## config.mk

```make
export PLATFORM = sky130hd
export DESIGN_NAME = bsh_rr_arbiter
export DESIGN_NICKNAME = d
export VERILOG_FILES = /design/src/rtl/bsh_rr_arbiter.sv
export SDC_FILE = /design/constraint.sdc
export NUM_CORES = 1
export LEC_CHECK = 0
export BUFFER_PORTS_ARGS = -buffer_cell sky130_fd_sc_hd__buf_2
export CORE_MARGIN = 10
export CORE_UTILIZATION = 45
export CTS_CLUSTER_DIAMETER = 30
export CTS_CLUSTER_SIZE = 40
export DETAILED_ROUTE_END_ITERATION = 7
export MAX_ROUTING_LAYER = met4
export PLACE_DENSITY = 0.72
export SLEW_MARGIN = 30
export SYNTH_ARGS = -nofsm -noshare
export SYNTH_HDL_FRONTEND = slang
export SYNTH_SLANG_ARGS = --single-unit
```

## constraint.sdc

```tcl
create_clock -name clk -period 2.1 [get_ports clk]
set_input_delay 0.42 -clock clk [delete_from_list [all_inputs] [get_ports clk]]
set_output_delay 0.42 -clock clk [all_outputs]
set_load 0.01 [all_outputs]
```

## src/rtl/bsh_rr_arbiter.sv

```systemverilog
// Round-robin arbiter sharing one 8-bit logical-right barrel shifter.
// One registered response slot; refills in the same cycle it drains.

module ba_shift (
  input  logic [7:0] din,
  input  logic [2:0] ctrl,
  output logic [7:0] dout
);

  logic [7:0] s1;
  logic [7:0] s2;

  always_comb begin
    s1   = ctrl[0] ? {1'b0, din[7:1]} : din;
    s2   = ctrl[1] ? {2'b0, s1[7:2]}  : s1;
    dout = ctrl[2] ? {4'b0, s2[7:4]}  : s2;
  end

endmodule

module bsh_rr_arbiter #(
  parameter int NREQ = 2,
  parameter int ID_W = 2
) (
  input  logic              clk,
  input  logic              rst,
  input  logic [NREQ-1:0]   req_valid,
  input  logic [8*NREQ-1:0] req_data,
  input  logic [3*NREQ-1:0] req_amt,
  output logic [NREQ-1:0]   req_ready,
  output logic              rsp_valid,
  output logic [7:0]        rsp_data,
  output logic [ID_W-1:0]   rsp_id,
  input  logic              rsp_ready
);

  logic [ID_W-1:0] rr_ptr;
  logic [ID_W-1:0] nxt_ptr;
  logic [ID_W-1:0] hi_idx;
  logic [ID_W-1:0] lo_idx;
  logic [ID_W-1:0] gnt_idx;
  logic            hi_found;
  logic            lo_found;
  logic            can_accept;
  logic            xfer;
  logic [7:0]      sel_data;
  logic [2:0]      sel_amt;
  logic [7:0]      shf_data;

  assign can_accept = ~rsp_valid | rsp_ready;

  // Rotating priority: first valid at or above rr_ptr, else lowest valid.
  always_comb begin
    hi_found = 1'b0;
    lo_found = 1'b0;
    hi_idx   = '0;
    lo_idx   = '0;
    for (int i = 0; i < NREQ; i++) begin
      if (req_valid[i] && !hi_found &&
          ID_W'(i) >= rr_ptr) begin
        hi_found = 1'b1;
        hi_idx   = ID_W'(i);
      end
      if (req_valid[i] && !lo_found) begin
        lo_found = 1'b1;
        lo_idx   = ID_W'(i);
      end
    end
  end

  assign gnt_idx = hi_found ? hi_idx : lo_idx;

  always_comb begin
    sel_data  = '0;
    sel_amt   = '0;
    req_ready = '0;
    for (int i = 0; i < NREQ; i++) begin
      if (gnt_idx == ID_W'(i)) begin
        sel_data     = req_data[8*i +: 8];
        sel_amt      = req_amt[3*i +: 3];
        req_ready[i] = ~rst & lo_found & can_accept;
      end
    end
  end

  assign xfer = |(req_valid & req_ready);

  assign nxt_ptr = (gnt_idx == ID_W'(NREQ-1)) ?
                   '0 : gnt_idx + ID_W'(1);

  ba_shift u_shift (
    .din  (sel_data),
    .ctrl (sel_amt),
    .dout (shf_data)
  );

  always_ff @(posedge clk or posedge rst) begin
    if (rst) begin
      rsp_valid <= 1'b0;
      rsp_data  <= 8'h00;
      rsp_id    <= '0;
      rr_ptr    <= '0;
    end else if (xfer) begin
      rsp_valid <= 1'b1;
      rsp_data  <= shf_data;
      rsp_id    <= gnt_idx;
      rr_ptr    <= nxt_ptr;
    end else if (rsp_ready) begin
      rsp_valid <= 1'b0;
    end
  end

endmodule
```

==> results of run 1 <==
synth_stat cells (2+ instances only):
master	number
a31oi_1	2
nand2b_1	3
nand2_1	10
mux2i_1	12
buf_2	2
nor2b_1	2
a211oi_1	2
o21ai_0	6
mux4_2	4
mux2_2	2
o31a_2	2
inv_1	3
dfrtp_1	11
nand3_1	3
a21oi_1	3
nor2_1	6
o21ai_1	3
nand3b_1	2
and2b_2	3
nand4_1	2
buf_6	3
clkbuf_1	2
sequential cells by signal, summed over array words and instances, names as in the netlist:
| register | flops |
|---|---|
| rsp_data | 8 |
| rr_ptr | 1 |
| rsp_id | 1 |
| rsp_valid | 1 |
report_power, final:
part	internal, mW	switching, mW	total (mW)
combinational	0.132	0.152	0.284
sequential	0.248	0.0191	0.267
clock	0.0735	0.0669	0.140
routing by layer:
layer	track usage, %	routed length (um)	vias up
met5	-	0	-
met4	4.52	22	0
met3	1.98	198	3
met2	21.5	1360	38
met1	15.9	1180	454
li1	-	-	483
logic make-up (layout without fill, tap and decap cells):
kind of cell           Yosys count  count (layout)  share of synthesized area, %
AND/OR/NAND/NOR                 38              38                          22.3
AO/OA/AOI/OAI                   30              30                          21.1
multiplexers                    18              18                          22.7
flip-flops                      11              11                          26.8
buffers and inverters           11              47                          6.82
other                            1               1                         0.365
per-stage QoR:
| stage | total power [mW] | util [%] | worst slack, ns | hold slack, ns | cell area (um^2) |
|---|---|---|---|---|---|
| after global routing | 0.748 | 56.4 | 0.0991 | 0.177 | 1230 |
| after floorplan | 0.460 | - | 0.375 | 0.272 | 1030 |
| final | 0.692 | 56.4 | 0.249 | 0.135 | 1230 |
| after global placement | 0.550 | 55.2 | 0.228 | 0.429 | 1210 |
| after CTS | 0.698 | 56.4 | 0.244 | 0.148 | 1230 |
| after detailed placement | 0.555 | 55.2 | 0.200 | 0.442 | 1210 |
critical path, delay by kind of cell (launching register included):
| family | cells | cell delay [ns] |
|---|---|---|
| AOI/OAI and AO/OA | 1 | 0.17 |
| and+or+nand+nor | 4 | 1.21 |
| DFF | 1 | 0.39 |
cell type report:
cell class	count	area share [%]
Clock buffer	4	2.13
Sequential cell	11	22.3
Tap cell	28	2.84
Multi-Input combinational cell	87	55.2
Timing Repair Buffer	40	16.6
Inverter	3	0.912
cell usage in the layout, fill, tap and decap left out, types with 2 or more instances in the layout:
cell / Yosys / final
a211oi_1: 2 / 2
a21oi_1: 3 / 3
a31oi_1: 2 / 2
and2b_2: 3 / 3
buf_2: 2 / 38
buf_4: 1 / 2
clkbuf_4: 0 / 3
dfrtp_1: 11 / 11
inv_1: 3 / 3
mux2_2: 2 / 2
mux2i_1: 12 / 12
mux4_2: 4 / 4
nand2_1: 10 / 10
nand2b_1: 3 / 3
nand3_1: 3 / 3
nand3b_1: 2 / 2
nand4_1: 2 / 2
nor2_1: 6 / 6
nor2b_1: 2 / 2
o21ai_0: 6 / 6
o21ai_1: 3 / 3
o31a_2: 2 / 2
final timing paths:
path,start,end,depth (start not counted)
max,rr_ptr[0]$_DFFE_PP0P_,rsp_data[2]$_DFFE_PP0P_,5
min reg2reg,rsp_id[0]$_DFFE_PP0P_,rsp_id[0]$_DFFE_PP0P_,1
min,rst,rr_ptr[0]$_DFFE_PP0P_,2
max in group asynchronous,rst,rsp_data[5]$_DFFE_PP0P_,2
min in group clk,rsp_ready,rsp_valid$_DFFE_PP0P_,3
max reg2reg,rr_ptr[0]$_DFFE_PP0P_,rsp_data[2]$_DFFE_PP0P_,5
==> metrics.md, run 1 <==
| Metric | Value |
|---|---|
| Peak Freq | `approximately 540 MHz` |
| Drt wl/cell | `16.0 um` |
| Worst EP arrival | `2.04 ns` |
| Share of the synthesized area in the top cell type | `26.8%` |
| Clock Sinks | `11` |
| Status | `finished, final reports clean` |
| Max clock buf depth | `2` |
| Vias per cell | `5.65` |
| Initial Util | `46.9%` |
| Area Growth Syn to Fin | `20.2%` |
| Fin crit period | `1.85 ns` |
| Fin cells | `about 170` |
| R2R setup slack | `0.25 ns` |
| Number of global-route vias before repair | `991` |
| GRT Total Usage | `13.1%` |
| Slowest stage cell, crit path | `or4b_1` |
| Max-Cap Viols | `0` |
| 1st-iter DRT viols | `54` |
| Placed cell count | `169` |
| Resized cells post-CTS | `0` |
| CTS buffer count | `3` |
| Mapped Avg Cell Area | `~9.4 um^2` |
| Sequential fraction of the synthesis area | `a little over a quarter` |
| PwrDens | `between 500 and 600 mW/mm^2` |
| # fillers | `around 200` |
| Total core area | `approximately 0.0022 mm^2` |
| Post-Route WL | `between 2000 and 3000 um` |
| Crit Path Max Fanout | `7` |
| Ys async rst share | `100%` |
| Post-synth EDFFs | `0` |
| Final hold violations | `0` |
| Initial antenna violation count | `0` |
| N_diodes | `0` |
| Leakage | `around 0.6 nW` |
| # Post-CTS Setup Buffers | `0` |
| Cell taking the most area after synthesis | `dfrtp_1` |
| Layout cell share with drive strength beyond 1 | `40.7%` |
| Mapped cell area | `0.00103 mm^2` |
| Top cells by area, synth | `dfrtp_1 (27%), mux2i_1 (12%), mux4_2 (8.8%)` |
| Ys flop type | `dfrtp_1` |
| DRT antenna net count | `0` |
| First-pass GRT wire length | `approximately 4600 um` |
| Final #Nets | `around 170` |
| DIE AREA | `0.00459 mm^2` |
| Area of the multi-input gates | `682 um^2` |
| Total grt overflow | `0` |
| Tightest Hold Check Type | `input port to async pin` |
| Final TNS setup | `0 ns` |
| FP Rows | `17` |
| Syn Nets | `between 100 and 150` |
| Die width | `67.8 um` |
| Tcrit/Tclk final | `88.1%` |
| Synth warn | `0` |
| Largest net degree at the start of global routing | `13` |
| Cell Chain, Critical Path | `nand2b_1 -> nand3_1 -> nand2_1 -> or4b_1 -> a31oi_1` |
| Clk Latency, worst-skew pair | `0.26 ns` |
| 1st-pass router iterations | `6` |
| Hold Buf Count CTS | `0` |
| CP Launch Type | `flip-flop` |
| Number of setup violations in the final report | `0` |
| Crit end category | `flip-flop` |
| Storage cell area | `around 280 um^2` |
| Clk_skew | `0.000492 ns` |
| Top-Level Pins | `40` |
| IO Port Bufs | `38` |
| Clock-pin slew on the worst setup and hold paths | `0.06 ns` |
| Synth Instances | `109` |
| Max stage delay on crit path | `about 0.53 ns` |
| WP data required | `2.29 ns` |
| TritonCTS clock tree | `done` |
| RSZ-0062 raised after global routing | `no` |
| Number of library cell types mapped by synthesis | `43` |
| #FFs+latches synth | `11` |
| Drc violations | `0` |
| Slew Limit Fails | `0` |
| Die height | `slightly below 70 um` |
| Maximum VDD drop | `0.000297 V` |
| Kind of critical path | `flip-flop to flip-flop` |
| Htree depth | `1` |
| RD Place Congestion | `0.910` |
| Via count | `978` |
| Clock root cell | `clkbuf_4` |
| DP Wirelength | `2300 um` |
Power figures use the tool's default switching activity.
==> run 2, diff against run 1 <==
==> constraint.sdc (replaced) <==
create_clock -name clk -period 2.4 [get_ports clk]
set_input_delay 0.48 -clock clk [delete_from_list [all_inputs] [get_ports clk]]
set_output_delay 0.48 -clock clk [all_outputs]
set_load 0.01 [all_outputs]
==> metrics.md, run 2 (same netlist as run 1, synthesis figures left out) <==
| Metric | Value |
|---|---|
| Status | `finished, final reports clean (unchanged)` |
| CP top delay family | `simple AND/OR/NAND/NOR gates (unchanged)` |
| Setup Slack @ Placement | `0.420 ns (was 0.200 ns)` |
| Post-layout util | `56.0% (was 56.4%)` |
| Fin area | `0.00123 mm^2 (about the same)` |
| Worst EP arrival | `1.55 ns (was 2.04 ns)` |
| TritonCTS clock tree | `done (unchanged)` |
| Max clock buf depth | `2 (unchanged)` |
| R2R setup slack | `0.56 ns (was 0.25 ns)` |
| Post-Route WL | `2770 um (was 2760 um)` |
| Most frequent cells in the layout | `buf_2 (38), mux2i_1 (12), dfrtp_1 (11) (unchanged)` |
| Max-Cap Viols | `0 (unchanged)` |
| Htree depth | `1 (unchanged)` |
| FP Rows | `17 (unchanged)` |
| DR WL met2 | `1340 um (was 1360 um)` |
| First-pass GRT wire length | `4660 um (was 4620 um)` |
| Kind of critical path | `flip-flop to output port (was flip-flop to flip-flop)` |
| # Post-CTS Setup Buffers | `0 (unchanged)` |
| 1st-pass router iterations | `4 (was 6)` |
| Largest net degree at the start of global routing | `14 (was 13)` |
| Area Growth Syn to Fin | `19.5% (was 20.2%)` |
| Tcrit/Tclk final | `around 84%` |
| Max Used Layer | `met4 (unchanged)` |
| Initial antenna violation count | `0 (unchanged)` |
| CP Launch Type | `flip-flop (unchanged)` |
| N_diodes | `0 (unchanged)` |
| Final TNS setup | `0 ns (unchanged)` |
| Leakage | `0.597 nW (was 0.602 nW)` |
| Drt wl/cell | `16.1 um (was 16.0 um)` |
| Dpl cell area | `0.00120 mm^2 (was 0.00121 mm^2)` |
| Tightest Hold Check Type | `input port to async pin (unchanged)` |
| Sum of buffers and inverters on the critical path | `1 (was 0)` |
| Final hold violations | `0 (unchanged)` |
| Cell Chain, Critical Path | `nand2b_1 -> nand2_8 -> nor2_1 -> buf_2 (was nand2b_1 -> nand3_1 -> nand2_1 -> or4b_1 -> a31oi_1)` |
| Maximum VDD drop | `0.000255 V (was 0.000297 V)` |
| DP Wirelength | `2320 um (was 2300 um)` |
| Reg-to-Reg End | `rsp_data[2]$_DFFE_PP0P_ (unchanged)` |
| R2R depth | `5 (unchanged)` |
| Total core area | `0.00219 mm^2 (unchanged)` |
| Vias per cell | `5.63 (was 5.65)` |
| Number of global-route vias before repair | `1,054 (was 991)` |
| Initial Util | `46.9% (unchanged)` |
| Fin worst setup slack | `0.375 ns (was 0.249 ns)` |
| Hold Buf Count CTS | `0 (unchanged)` |
| RSZ-0062 raised after global routing | `no (unchanged)` |
| Number of setup violations in the final report | `0 (unchanged)` |
| Top-Level Pins | `40 (unchanged)` |
| Max stage delay on crit path | `0.38 ns (was 0.53 ns)` |
| Peak Freq | `494 MHz` |
| CTS buffer count | `3 (unchanged)` |
| Crit end category | `output port (was flip-flop)` |
| # fillers | `194 (was 204)` |
| Resized cells post-CTS | `0 (unchanged)` |
| Fin crit period | `2.03 ns` |
| M1 WL | `1200 um (was 1180 um)` |
| IO Port Bufs | `38 (unchanged)` |
| Crit Path Max Fanout | `9 (was 7)` |
| Crit Reg-Reg Startpoint | `rr_ptr[0]$_DFFE_PP0P_ (unchanged)` |
| GRT Total Usage | `13.2% (was 13.1%)` |
| Met3 Wirelength | `162 um (was 198 um)` |
| Clock root cell | `clkbuf_4 (unchanged)` |
| Hold slack | `0.208 ns (was 0.135 ns)` |
| Die height | `67.8 um (unchanged)` |
| Slowest stage cell, crit path | `dfrtp_1 (was or4b_1)` |
| Max reg flops | `8 (unchanged)` |
| WP data required | `1.92 ns (was 2.29 ns)` |
| Die width | `67.8 um (unchanged)` |
| Slew Limit Fails | `0 (unchanged)` |
| Layout cell share with drive strength beyond 1 | `40.3% (was 40.7%)` |
| Clock Sinks | `11 (unchanged)` |
| RD Place Congestion | `0.935 (was 0.910)` |
| Clk_skew | `0.00322 ns (was 0.000492 ns)` |
| Final #Nets | `172 (was 173)` |
| Largest register by flop count | `rsp_data (unchanged)` |
| Via count | `969 (was 978)` |
| DIE AREA | `0.00459 mm^2 (unchanged)` |
| 1st-iter DRT viols | `29 (was 54)` |
| Clock-pin slew on the worst setup and hold paths | `0.07 ns (was 0.06 ns)` |
| DRT antenna net count | `0 (unchanged)` |
| Drc violations | `0 (unchanged)` |
| Total grt overflow | `0 (unchanged)` |
| Clk Latency, worst-skew pair | `0.26 ns (about the same)` |
| Commonest non-fill, non-tap cell in the layout | `buf_2 (unchanged)` |
| PwrDens | `490 mW/mm^2 (was 560 mW/mm^2)` |
## run 2: cell count changes in the layout (fill, tap and decap cells not counted)
cell and delta:
buf_4 -1
## run 2: layer usage
metal  vias up  global-route usage (%)
li1        480                       -
met1       453                    15.1
met2        30                    21.4
met3         6                    2.64
met4         0                    6.78
met5         -                       -
## run 2: worst max-delay path by stage
stage          cells past startpoint  slack (ns)                      end             startpoint
3_5_place_dp                       4        0.42  rsp_data[0]$_DFFE_PP0P_             req_amt[3]
6_report                           4        0.37             req_ready[1]  rr_ptr[0]$_DFFE_PP0P_
2_1_floorplan                      5        0.58             req_ready[0]           req_valid[1]
4_1_cts                            4        0.37             req_ready[1]  rr_ptr[0]$_DFFE_PP0P_
5_1_grt                            4        0.17             req_ready[1]  rr_ptr[0]$_DFFE_PP0P_
3_3_place_gp                       4        0.45  rsp_data[0]$_DFFE_PP0P_             req_amt[3]
## run 2: report_power, final
group | switching [mW] | internal [mW] | total, mW
registers | 0.0164 | 0.217 | 0.233
clock network | 0.0559 | 0.0641 | 0.120
logic | 0.133 | 0.115 | 0.248
total | 0.206 | 0.396 | 0.601
## run 2: metrics by stage
stage          cells  power, mW
2_1_floorplan    109      0.403
5_1_grt          172      0.656
3_5_place_dp     168      0.486
3_3_place_gp     168      0.479
4_1_cts          172      0.608
6_report         172      0.601
## run 2: layout make-up
| cell class | instances | area, um^2 | share of cell area (%) |
|---|---|---|---|
| Sequential cell | 11 | 275 | 22.4 |
| Inverter | 3 | 11.3 | 0.917 |
| Timing Repair Buffer | 39 | 198 | 16.1 |
| Multi-Input combinational cell | 87 | 682 | 55.6 |
| Tap cell | 28 | 35.0 | 2.85 |
| Clock buffer | 4 | 26.3 | 2.14 |
## run 2: worst register-to-register path, cell delays in order, from the launching register on
cell and delay (ns):
dfrtp_1 0.40, nand2b_1 0.31, nand3_1 0.26, nand2_1 0.10
or4b_1 0.53, a31oi_1 0.17
==> run 3, diff against run 2 <==
==> constraint.sdc (replaced) <==
create_clock -name clk -period 1.9 [get_ports clk]
set_input_delay 0.38 -clock clk [delete_from_list [all_inputs] [get_ports clk]]
set_output_delay 0.38 -clock clk [all_outputs]
set_load 0.01 [all_outputs]
==> metrics.md, run 3 (same netlist as run 1, synthesis figures left out) <==
| Metric | Value |
|---|---|
| NetSw | `0.267 mW (was 0.206 mW)` |
| Fin area | `0.00126 mm^2 (was 0.00123 mm^2)` |
| Most frequent cells in the layout | `buf_2 (38), mux2i_1 (12), dfrtp_1 (11) (unchanged)` |
| Max clock buf depth | `2 (unchanged)` |
| Initial antenna violation count | `0 (unchanged)` |
| PwrDens | `613 mW/mm^2 (was 490 mW/mm^2)` |
| Area Growth Syn to Fin | `23.1% (was 19.5%)` |
| Htree depth | `1 (unchanged)` |
| 1st-pass router iterations | `4 (unchanged)` |
| Die height | `67.8 um (unchanged)` |
| Total core area | `0.00219 mm^2 (unchanged)` |
| 1st-iter DRT viols | `37 (was 29)` |
| Drt wl/cell | `16.1 um (about the same)` |
| Vias per cell | `5.59 (was 5.63)` |
| N_diodes | `0 (unchanged)` |
| Max reg flops | `8 (unchanged)` |
| TritonCTS clock tree | `done (unchanged)` |
| Final #Nets | `177 (was 172)` |
| R2R setup slack | `0.15 ns (was 0.56 ns)` |
| Via count | `989 (was 969)` |
| CP Launch Type | `flip-flop (unchanged)` |
| WP data required | `1.52 ns (was 1.92 ns)` |
| Fin worst setup slack | `0.120 ns (was 0.375 ns)` |
| Hold Buf Count CTS | `0 (unchanged)` |
| Layout cell share with drive strength beyond 1 | `42.3% (was 40.3%)` |
| Post-Route WL | `2860 um (was 2770 um)` |
| Clk pwr share | `20.0% (about the same)` |
| Final TNS setup | `0 ns (unchanged)` |
| Slew Limit Fails | `0 (unchanged)` |
| Die width | `67.8 um (unchanged)` |
| Clk_skew | `0.00812 ns (was 0.00322 ns)` |
| IO Port Bufs | `38 (unchanged)` |
| Clk Latency, worst-skew pair | `0.27 ns (was 0.26 ns)` |
| Total grt overflow | `0 (unchanged)` |
| Clock root cell | `clkbuf_4 (unchanged)` |
| Sw Share | `34.4% (was 34.2%)` |
| Max-Cap Viols | `0 (unchanged)` |
| DRT antenna net count | `0 (unchanged)` |
| Power share of the combinational group | `42.2% (was 41.3%)` |
| Crit Reg-Reg Startpoint | `rr_ptr[0]$_DFFE_PP0P_ (unchanged)` |
| # Post-CTS Setup Buffers | `0 (unchanged)` |
| Status | `finished, final reports clean (unchanged)` |
| Initial Util | `46.9% (unchanged)` |
| DP Wirelength | `2450 um (was 2320 um)` |
| FP Rows | `17 (unchanged)` |
| Clock-pin slew on the worst setup and hold paths | `0.07 ns (about the same)` |
| Fin crit period | `1.78 ns` |
| Number of setup violations in the final report | `0 (unchanged)` |
| Kind of critical path | `flip-flop to output port (unchanged)` |
| Number of global-route vias before repair | `1,026 (was 1,054)` |
| Final hold violations | `0 (unchanged)` |
| Reg-to-Reg End | `rsp_data[3]$_DFFE_PP0P_ (was rsp_data[2]$_DFFE_PP0P_)` |
| Internal Pwr Total | `0.509 mW (was 0.396 mW)` |
| Seq pwr share | `37.8% (was 38.8%)` |
| Clock Sinks | `11 (unchanged)` |
| CTS buffer count | `3 (unchanged)` |
| Maximum VDD drop | `0.000361 V (was 0.000255 V)` |
| Critical Path Sink | `req_ready[0] (was req_ready[1])` |
| RD Place Congestion | `0.821 (was 0.935)` |
| Peak Freq | `562 MHz` |
| First-pass GRT wire length | `4640 um (was 4660 um)` |
| Leakage | `0.621 nW (was 0.597 nW)` |
| Top-Level Pins | `40 (unchanged)` |
| Crit end category | `output port (unchanged)` |
| Dpl cell area | `0.00124 mm^2 (was 0.00120 mm^2)` |
| Commonest non-fill, non-tap cell in the layout | `buf_2 (unchanged)` |
| R2R depth | `5 (unchanged)` |
| Drc violations | `0 (unchanged)` |
| RSZ-0062 raised after global routing | `no (unchanged)` |
| GRT Total Usage | `13.2% (about the same)` |
| Tightest Hold Check Type | `input port to async pin (unchanged)` |
| DIE AREA | `0.00459 mm^2 (unchanged)` |
| Resized cells post-CTS | `0 (unchanged)` |
| Largest net degree at the start of global routing | `13 (was 14)` |
| Setup Slack @ Placement | `0.0795 ns (was 0.420 ns)` |
| Worst EP arrival | `1.40 ns (was 1.55 ns)` |
| Crit Path Max Fanout | `5 (was 9)` |
| CP startpoint | `rr_ptr[0]$_DFFE_PP0P_ (unchanged)` |
| Largest register by flop count | `rsp_data (unchanged)` |
| Tcrit/Tclk final | `93.7%` |
==> run 3: power by group through the flow <==
stage	Sequential, mW	Clock, mW	Combinational [mW]
2_1_floorplan	0.315	0	0.193
3_3_place_gp	0.297	0	0.319
3_5_place_dp	0.298	0	0.327
4_1_cts	0.294	0.160	0.330
5_1_grt	0.301	0.171	0.361
6_report	0.293	0.155	0.327
==> run 3: stage by stage <==
step	util [%]	hold slack, ns	cells	total power, mW
2_1_floorplan	-	0.232	109	0.509
3_3_place_gp	56.5	0.399	173	0.616
3_5_place_dp	56.5	0.398	173	0.625
4_1_cts	57.7	0.106	177	0.784
5_1_grt	57.7	0.125	177	0.832
6_report	57.7	0.0960	177	0.776
==> run 3: per-layer routing <==
metal | vias to the layer above | wire length, um | global-route usage (%)
li1 | 491 | - | -
met4 | 0 | 10 | 4.52
met5 | - | 0 | -
met3 | 2 | 140 | 1.82
met1 | 465 | 1190 | 14.0
met2 | 31 | 1510 | 24.3
==> run 3: worst min path at each step <==
stage          start                     to  slack, ns
2_1_floorplan    rst  rr_ptr[0]$_DFFE_PP0P_       0.23
3_3_place_gp     rst  rr_ptr[0]$_DFFE_PP0P_       0.40
3_5_place_dp     rst  rr_ptr[0]$_DFFE_PP0P_       0.40
4_1_cts          rst  rr_ptr[0]$_DFFE_PP0P_       0.11
5_1_grt          rst  rr_ptr[0]$_DFFE_PP0P_       0.12
6_report         rst  rr_ptr[0]$_DFFE_PP0P_        0.1
==> run 3: final cells by class <==
class | count | area [um^2]
clock buffers | 4 | 26.3
fillers | 209 | 926
flip-flops and latches | 11 | 275
multi-input cells | 87 | 682
repair buffers | 44 | 235
inverters | 3 | 11.3
well taps | 28 | 35.0
==> run 3: critical path, stage by stage (launching register included) <==
cell	delay, ns
dfrtp_1	0.36
and2b_2	0.26
nor2_1	0.26
nor2_1	0.10
buf_2	0.15
